File: config.mk
export PLATFORM = sky130hd
export DESIGN_NAME = dmem_resp_flat
export DESIGN_NICKNAME = d
export VERILOG_FILES = /design/src/rtl/dmem_resp_if.sv /design/src/rtl/dmem_resp.sv /design/src/flat_wrapper.sv
export SDC_FILE = /design/constraint.sdc
export NUM_CORES = 2
export LEC_CHECK = 0
export ABC_AREA = 1
export ABC_CLOCK_PERIOD_IN_PS = 4400
export BUFFER_PORTS_ARGS = -buffer_cell sky130_fd_sc_hd__buf_2
export CAP_MARGIN = 5
export CORE_MARGIN = 5
export CORE_UTILIZATION = 25
export DETAILED_ROUTE_END_ITERATION = 6
export RECOVER_POWER = 25
export SETUP_SLACK_MARGIN = 0.1
export SLEW_MARGIN = 20
export SYNTH_ARGS = -nofsm -noshare
export SYNTH_HDL_FRONTEND = slang
export SYNTH_SLANG_ARGS = --single-unit
export TNS_END_PERCENT = 10
File: constraint.sdc
create_clock -name clk -period 4.4 [get_ports clk]
set_clock_uncertainty 0.05 [all_clocks]
set_input_delay 0.22 -clock clk [delete_from_list [all_inputs] [get_ports clk]]
set_output_delay 0.22 -clock clk [all_outputs]
set_load 0.01 [all_outputs]
File: src/rtl/dmem_resp_if.sv
// Load/store request and single-pulse response bus between the datapath
// memory port (master) and the data-memory responder (slave).
interface dmem_resp_if;
  logic        req_valid;
  logic        req_ready;
  logic        req_we;
  logic [31:0] req_addr;
  logic [31:0] req_wdata;
  logic        resp_valid;
  logic [31:0] resp_rdata;
  logic        resp_err;

  modport master (
    output req_valid, req_we, req_addr, req_wdata,
    input  req_ready, resp_valid, resp_rdata, resp_err
  );

  modport slave (
    input  req_valid, req_we, req_addr, req_wdata,
    output req_ready, resp_valid, resp_rdata, resp_err
  );
endinterface

File: src/rtl/dmem_resp.sv
// Multi-cycle data-memory responder: accepts one word load/store, waits
// LATENCY cycles, performs the access and returns a one-cycle response.
module dmem_resp #(
  parameter int DEPTH   = 64,
  parameter int LATENCY = 2
) (
  input  logic        clk,
  input  logic        reset,
  dmem_resp_if.slave  bus
);

  localparam int AW = (DEPTH > 1) ? $clog2(DEPTH) : 1;

  typedef enum logic [1:0] {IDLE, WAIT, RESP} state_t;

  state_t      state, next_state;
  logic [3:0]  cnt;
  logic        lat_we;
  logic [31:0] lat_addr;
  logic [31:0] lat_wdata;
  logic [31:0] rdata_q;
  logic        err_q;
  logic        ready_c;
  logic        valid_c;
  logic        accept;
  logic        do_access;

  logic [31:0] mem [DEPTH];

  // NOTE: every always_comb output is defaulted first so no path leaves it unassigned (no latch).
  always_comb begin
    next_state = state;
    ready_c    = 1'b0;
    valid_c    = 1'b0;
    accept     = 1'b0;
    do_access  = 1'b0;
    case (state)
      IDLE: begin
        ready_c = 1'b1;
        if (bus.req_valid) begin
          accept     = 1'b1;
          next_state = (LATENCY == 0) ? RESP : WAIT;
          do_access  = (LATENCY == 0);
        end
      end
      WAIT: begin
        if (cnt == 4'd1) begin
          next_state = RESP;
          do_access  = 1'b1;
        end
      end
      RESP: begin
        valid_c    = 1'b1;
        next_state = IDLE;
      end
      default: next_state = IDLE;
    endcase
  end

  assign bus.req_ready  = ready_c;
  assign bus.resp_valid = valid_c;
  assign bus.resp_rdata = rdata_q;
  assign bus.resp_err   = err_q;

  // With zero wait states the access happens on the accepting edge, so it
  // must use the live request fields rather than the not-yet-latched copy.
  logic        acc_we;
  logic [31:0] acc_addr;
  logic [31:0] acc_wdata;
  logic        acc_err;
  logic [AW-1:0] acc_idx;

  assign acc_we    = (LATENCY == 0) ? bus.req_we    : lat_we;
  assign acc_addr  = (LATENCY == 0) ? bus.req_addr  : lat_addr;
  assign acc_wdata = (LATENCY == 0) ? bus.req_wdata : lat_wdata;
  assign acc_err   = (acc_addr[1:0] != 2'b00) ||
                     ({2'b00, acc_addr[31:2]} >= 32'(DEPTH));
  assign acc_idx   = acc_addr[AW+1:2];

  // NOTE: sequential state uses non-blocking assignments so all registers update from pre-edge values.
  always_ff @(posedge clk or posedge reset) begin
    if (reset) begin
      state <= IDLE;
    end else begin
      state <= next_state;
    end
  end

  always_ff @(posedge clk or posedge reset) begin
    if (reset) begin
      cnt       <= 4'd0;
      lat_we    <= 1'b0;
      lat_addr  <= 32'd0;
      lat_wdata <= 32'd0;
      rdata_q   <= 32'd0;
      err_q     <= 1'b0;
    end else begin
      if (accept) begin
        cnt       <= 4'(LATENCY);
        lat_we    <= bus.req_we;
        lat_addr  <= bus.req_addr;
        lat_wdata <= bus.req_wdata;
      end else if (state == WAIT) begin
        cnt <= cnt - 4'd1;
      end

      if (do_access) begin
        err_q   <= acc_err;
        rdata_q <= (acc_err || acc_we) ? 32'd0 : mem[acc_idx];
      end else if (state == RESP) begin
        err_q   <= 1'b0;
        rdata_q <= 32'd0;
      end
    end
  end

  // NOTE: the array has no reset branch; its contents survive reset and it maps onto plain RAM.
  always_ff @(posedge clk) begin
    if (!reset && do_access && acc_we && !acc_err) begin
      mem[acc_idx] <= acc_wdata;
    end
  end

endmodule

File: src/flat_wrapper.sv
// flat-port wrapper written by rule: the top's interface ports become plain ports
module dmem_resp_flat 
#(
  parameter int DEPTH   = 64,
  parameter int LATENCY = 2
)
  (clk, reset, bus_req_valid, bus_req_we, bus_req_addr, bus_req_wdata, bus_req_ready, bus_resp_valid, bus_resp_rdata, bus_resp_err);
  dmem_resp_if bus_i ();
  input  logic clk;
  input  logic reset;
  input wire logic [$bits(bus_i.req_valid)-1:0] bus_req_valid;
  input wire logic [$bits(bus_i.req_we)-1:0] bus_req_we;
  input wire logic [$bits(bus_i.req_addr)-1:0] bus_req_addr;
  input wire logic [$bits(bus_i.req_wdata)-1:0] bus_req_wdata;
  output wire logic [$bits(bus_i.req_ready)-1:0] bus_req_ready;
  output wire logic [$bits(bus_i.resp_valid)-1:0] bus_resp_valid;
  output wire logic [$bits(bus_i.resp_rdata)-1:0] bus_resp_rdata;
  output wire logic [$bits(bus_i.resp_err)-1:0] bus_resp_err;
  assign bus_i.req_valid = bus_req_valid;
  assign bus_i.req_we = bus_req_we;
  assign bus_i.req_addr = bus_req_addr;
  assign bus_i.req_wdata = bus_req_wdata;
  assign bus_req_ready = bus_i.req_ready;
  assign bus_resp_valid = bus_i.resp_valid;
  assign bus_resp_rdata = bus_i.resp_rdata;
  assign bus_resp_err = bus_i.resp_err;
  dmem_resp #(.DEPTH(DEPTH), .LATENCY(LATENCY)) u_core (.clk(clk), .reset(reset), .bus(bus_i));
endmodule
# == Word-level counts from Yosys, hierarchy flattened ==
# Memory sizes are Yosys's and may differ from the RTL's.
# Cells that the tools add are included.
# W data, S select, Z words.
# word_totals
reg_bits,104
ramBits,2048
word_cells,45
mem_count,1
# memory_table
memory,depth,word_bits,rd,rd_clocked_by_memory_dff,write_ports,line,rtl
u_core.mem,64,32,1,0,1,dmem_resp.sv:28,logic [31:0] mem [DEPTH];
# classes
addsub,1
order_cmp,1
n_eq_ne,5
n_mux,18
n_reduce_logical,12
# op_table
operator,n
$mux W32,3
$ge A30 B7 Y1 const B,1
$mux W1,10
$mux W4,2
$reduce_bool A2 Y1,3
$eq A4 B1 Y1 const B,1
$mux W2,2
$pmux W2 S2,1
$sub A4 B1 Y4 const B,1
$logic_and A1 B1 Y1,3
$eq A2 B1 Y1 const B,1
$eq A2 B2 Y1 const B,1
$logic_not A1 Y1,2
$logic_not A2 Y1,1
$logic_or A1 B1 Y1,2
$ne A2 B1 Y1 const B,1
$ne A2 B2 Y1 const B,1
$reduce_and A2 Y1,1

# == Longest topological paths before layout ==
# depth
ltp_word,8
ltp_mapped,16

# == Worst setup path after synthesis ==
# No wires, ideal clock.
# synth_path
kind,input-to-reg
startpoint,in reset
endpoint,mem u_core.mem[0][0] (enable)
arrival_time_ns,5.115
required_ns,3.889
setup_slack_ns,-1.225
cell_stages,3
n_path_buf,0
path_cell_list,inv_1 -> nand4_1 -> nor3_1
# synth_via
elab_chain_len,6
# synth_rtl
element,line,rtl
"start, declared",flat_wrapper.sv:10,input logic reset;
$logic_not A1 Y1 (no line),-,
$logic_and A1 B1 Y1 (3 in series),dmem_resp.sv:119,if (!reset && do_access && acc_we && !acc_err) begin
$mux W1,dmem_resp.sv:119,
$mux W1 (not written as such),dmem_resp.sv:120,mem[acc_idx] <= acc_wdata;
"end, declared",dmem_resp.sv:28,
# No other way between the ends.

# == Worst setup path in the final report ==
# layout_path
startpoint,"reg u_core.lat_wdata[1], in the netlist u_core.acc_wdata[1]"
endpoint,"mem u_core.mem[21][1], data pin"
# layout_rtl
element,line,rtl
"start, declared",dmem_resp.sv:20,logic [31:0] lat_wdata;
"start signal, assigned",dmem_resp.sv:102,lat_wdata <= bus.req_wdata;
# Straight into the memory's write port.

==> results summary <==
Power spread over the standard cell area amounts to 611.9 mW/mm^2. In this run, post-CTS hold repair placed 66 buffers. Among all stages on the critical path, the largest delay is contributed by clkbuf_1. The clock net sink count came out at 2152.

The final instance count without filler cells is between 10000 and 15000. The final core area utilization came out at 29.06%. Entering global routing, the biggest net connects between 150 and 200 pins.

The setup TNS is 0 ns. The clock passes through at most 3 buffers. The post-route netlist has under 10% of its cells at a drive strength greater than 1. The number of flip-flops and latches in the synthesized netlist is 2152. Routability-driven placement finished with a final weighted congestion of 0.8002.

Clock tree synthesis selected as its root buffer the cell clkbuf_16. The number of nets produced by synthesis came out at around 8400. The kind of cell with the highest combined delay along the critical path is buffers and inverters. The critical path goes through clkbuf_1.

The final worst slack is 0.4037 ns. The checks that failed: max-capacitance violations, max-slew violations. The synthesized design spends more area on one cell type than any other, namely edfxtp_1.

The area of the multi-input gates is 0.02084 sq mm. The x dimension of the die is 608.3 microns. The sequential fraction of the synthesis area is 71.62%. In this run, post-CTS repair resized a total of 0 instances.

Pin placement for this block handled 103 I/O pins. The via count of the first global-routing pass is 55033. The first global-routing pass estimated 376600 microns of wire.

Summing every instance area after synthesis gives 0.08950 sq mm. The number of enable-type register cells in the synthesized netlist came out at 2048. The worst min-delay path startpoint is bus_req_wdata[27].

The core region is 0.3562 sq mm. After synthesis, the cell types taking the most area are edfxtp_1, nand2_1, inv_1, nand3_1, dfrtp_1. The initial cell density of the core is 25.13%. The worst slew slack as a fraction of its limit is -157.7%. For flop-to-flop paths, the worst setup slack is 0.40 ns. The area of placed instances is 0.09652 sq mm. The post-synthesis cell count came out at 8353. The detailed-placement wirelength estimate came out at 140500 microns.

The via density per instance came out at 4.376. The worst register-to-register path ends at u_core.mem[21][1]. The finished layout cell area is 0.1035 sq mm.

For this run, the post-layout net count is 8562. The routed via count is 58739. The layout overhead on the synthesized area is 15.67%. Data on the critical path arrives at its endpoint at 4.02 ns. The count of buffers added by post-CTS timing repair for setup is 0. The worst register-to-register path has a depth of 1. The share of the clock period used by the worst path came out at between 90 and 100%. The chip height came out at 608.3 microns. The max-cap violation count is 14. Summing all flip-flop and latch instances after layout gives 0.06412 sq mm. The number of fillers in the final layout came out at 36411. A synthesized cell averages roughly 11 sq um. The clock edge transition at the registers on the reported setup and hold paths is 0.06 ns. The routed wire length is about 260000 microns. The worst register-to-register path begins at u_core.acc_wdata[1]. The overall die area came out at 0.3701 sq mm.

The maximum level of the CTS H-tree came out at 4. The highest cell delay on the worst timing path came out at 2.55 ns. The final count of pins violating max slew is roughly 790. In this run the tool buffered the top-level ports with 102 buffer cells. The DRC marker count from the first detailed-route iteration came out at ~6700. The worst hold path terminates at u_core.acc_wdata[27]. The start-to-end type of the worst setup path is reg2reg. Setup violations remaining at the end of the flow were counted as 0. The detail route stage leaves a number of antenna-violating nets equal to 0. Across the VDD grid, the largest voltage drop is between 0.0006 and 0.0007 V. The number of placed instances, taps included came out at 12971. The most common flop cell mapped by yosys is edfxtp_1.

The number of clock buffers inserted by TritonCTS came out at 204. Prior to clock tree synthesis, the placed netlist has a worst setup slack of 0.5751 ns. Setup repair after global routing left no endpoint under its margin.

For this run, design rule violations remaining after detail routing come to 0. The distinct cell type count after synthesis is 35. The yosys synthesis warning count came out at 0.

Together, buffers and inverters on the worst path number 1. For the pin with the worst max-slew slack, the measured transition is 3.866 ns. The overall fraction of global-route tracks in use is 13.48%. The detailed-route wire length per cell came out at a little under 20 microns. The number of hold violations in the final report came out at 0. The required time at the worst-slack endpoint came out at 4.42 ns.

The number of antenna violations at the first check in global routing came out at 9. The critical-path maximum fanout is 64. TritonCTS built the clock tree. The async set-or-reset flop fraction in the synthesized netlist came out at between 4 and 5%. The flow ran to the end, but the final reports show violations.

The first detailed-routing pass ran for 6 iterations. The floorplan row count came out at 219. The hold-critical path depth is 3.

The final period demand of the worst path came out at approximately 4 ns. The startpoint class of the critical path is a flip-flop. The area share of the leading cell type in the synthesized netlist is 68.71%. The class of the tightest hold or removal check is in2reg.

The leakage power of the design is 0.04110 uW. The worst setup path is captured at a flip-flop. After global routing the overflow that remains totals 0. The timing-limited maximum frequency is 250.2 MHz.

The clock latency on the worst-skew pair is between 0.8 and 0.9 ns.
## power by group
group | switching [uW] | leakage (uW) | internal [uW]
clock | 7640 | 0.00313 | 9440
combinational | 14600 | 0.0183 | 4370
sequential | 1370 | 0.0197 | 25900
## final cells by class
type                       instances  area share (%)
antenna                            1        0.002417
clock buffer                     274           5.362
clock inverter                   110          0.8363
inverter                         860           3.141
multi-input combinational       4935           20.13
sequential                      2152           61.94
tap                             4751           5.742
timing repair buffer             339           2.851
## placed cells by master (no fill, tap or decap), drive strengths merged
cell,synthesis,routed
a21oi,34,34
a31oi,15,15
and2,22,22
buf,292,261
bufinv,0,10
clkbuf,114,286
clkinv,2,90
clkinvlp,0,5
dfrtp,104,104
diode,0,1
dlygate4sd3,0,66
edfxtp,2048,2048
ha,2,2
inv,858,865
mux2,46,46
nand2,3586,3586
nand3,554,554
nand3b,3,3
nand4,101,101
nor2,370,370
nor3,10,10
nor3b,1,1
o211ai,4,4
o21ai,174,174
o21bai,2,2
o311ai,1,1
o41ai,1,1
or2,9,9
## state kept, by name (all words and copies together) (netlist names)
| signal | count |
|---|---|
| u_core.acc_addr | 32 |
| u_core.acc_wdata | 32 |
| u_core.acc_we | 1 |
| u_core.bus.resp_err | 1 |
| u_core.bus.resp_rdata | 32 |
| u_core.cnt | 4 |
| u_core.mem | 2048 |
| u_core.state | 2 |
## through the flow
stage | hold slack, ns | total power [uW]
finish | 0.1143 | 63350
global route | 0.07543 | 66240
CTS | 0.06131 | 63390
detailed placement | 0.4051 | 46370
global placement | 0.4029 | 46210
floorplan | 0.3206 | 38320
## logic make-up (layout without fill, tap and decap cells)
family / count (synthesis) / in the layout / synth area share, %
simple gates: 4656 / 4656 / 20.73
flops: 2152 / 2152 / 71.62
buf+inv: 1266 / 1583 / 5.706
compound gates: 231 / 231 / 1.338
mux: 46 / 46 / 0.5787
fa+ha+maj: 2 / 2 / 0.02795
other cells: 0 / 1 / 0
## layer usage
layer | track usage (%) | wire, microns | vias up
li1 | - | - | 27527
met5 | 0 | 12 | -
met2 | 21.76 | 119800 | 2183
met1 | 18.60 | 111500 | 28608
met3 | 1.963 | 18630 | 419
met4 | 4.487 | 9370 | 2
## worst max path at each step
stage,to,cells after the start,from,slack (ns)
finish,u_core.mem[21][1],1,u_core.acc_wdata[1],0.40
global route,u_core.mem[21][1],1,u_core.acc_wdata[1],0.32
CTS,u_core.mem[53][19],11,u_core.cnt[1],0.53
detailed placement,u_core.mem[53][2],11,u_core.cnt[1],0.58
global placement,u_core.mem[53][31],11,u_core.cnt[1],0.56
floorplan,u_core.mem[16][0],5,reset,0.51
## Yosys cell counts, types with 3 or more instances
cell type  number
nand3b_1        3
nand3_1       552
buf_2         245
or2_2           7
clkbuf_1      114
a21oi_1        34
and2_1         22
nand2_1      3585
a31oi_1        15
dfrtp_1       104
o21ai_0       174
buf_1          36
nand4_1       101
nor2_1        368
o211ai_1        4
nor3_1          9
inv_2           7
edfxtp_1     2048
mux2_2         46
buf_4           9
inv_1         851
No activity file was read; power rests on OpenSTA's default activity.
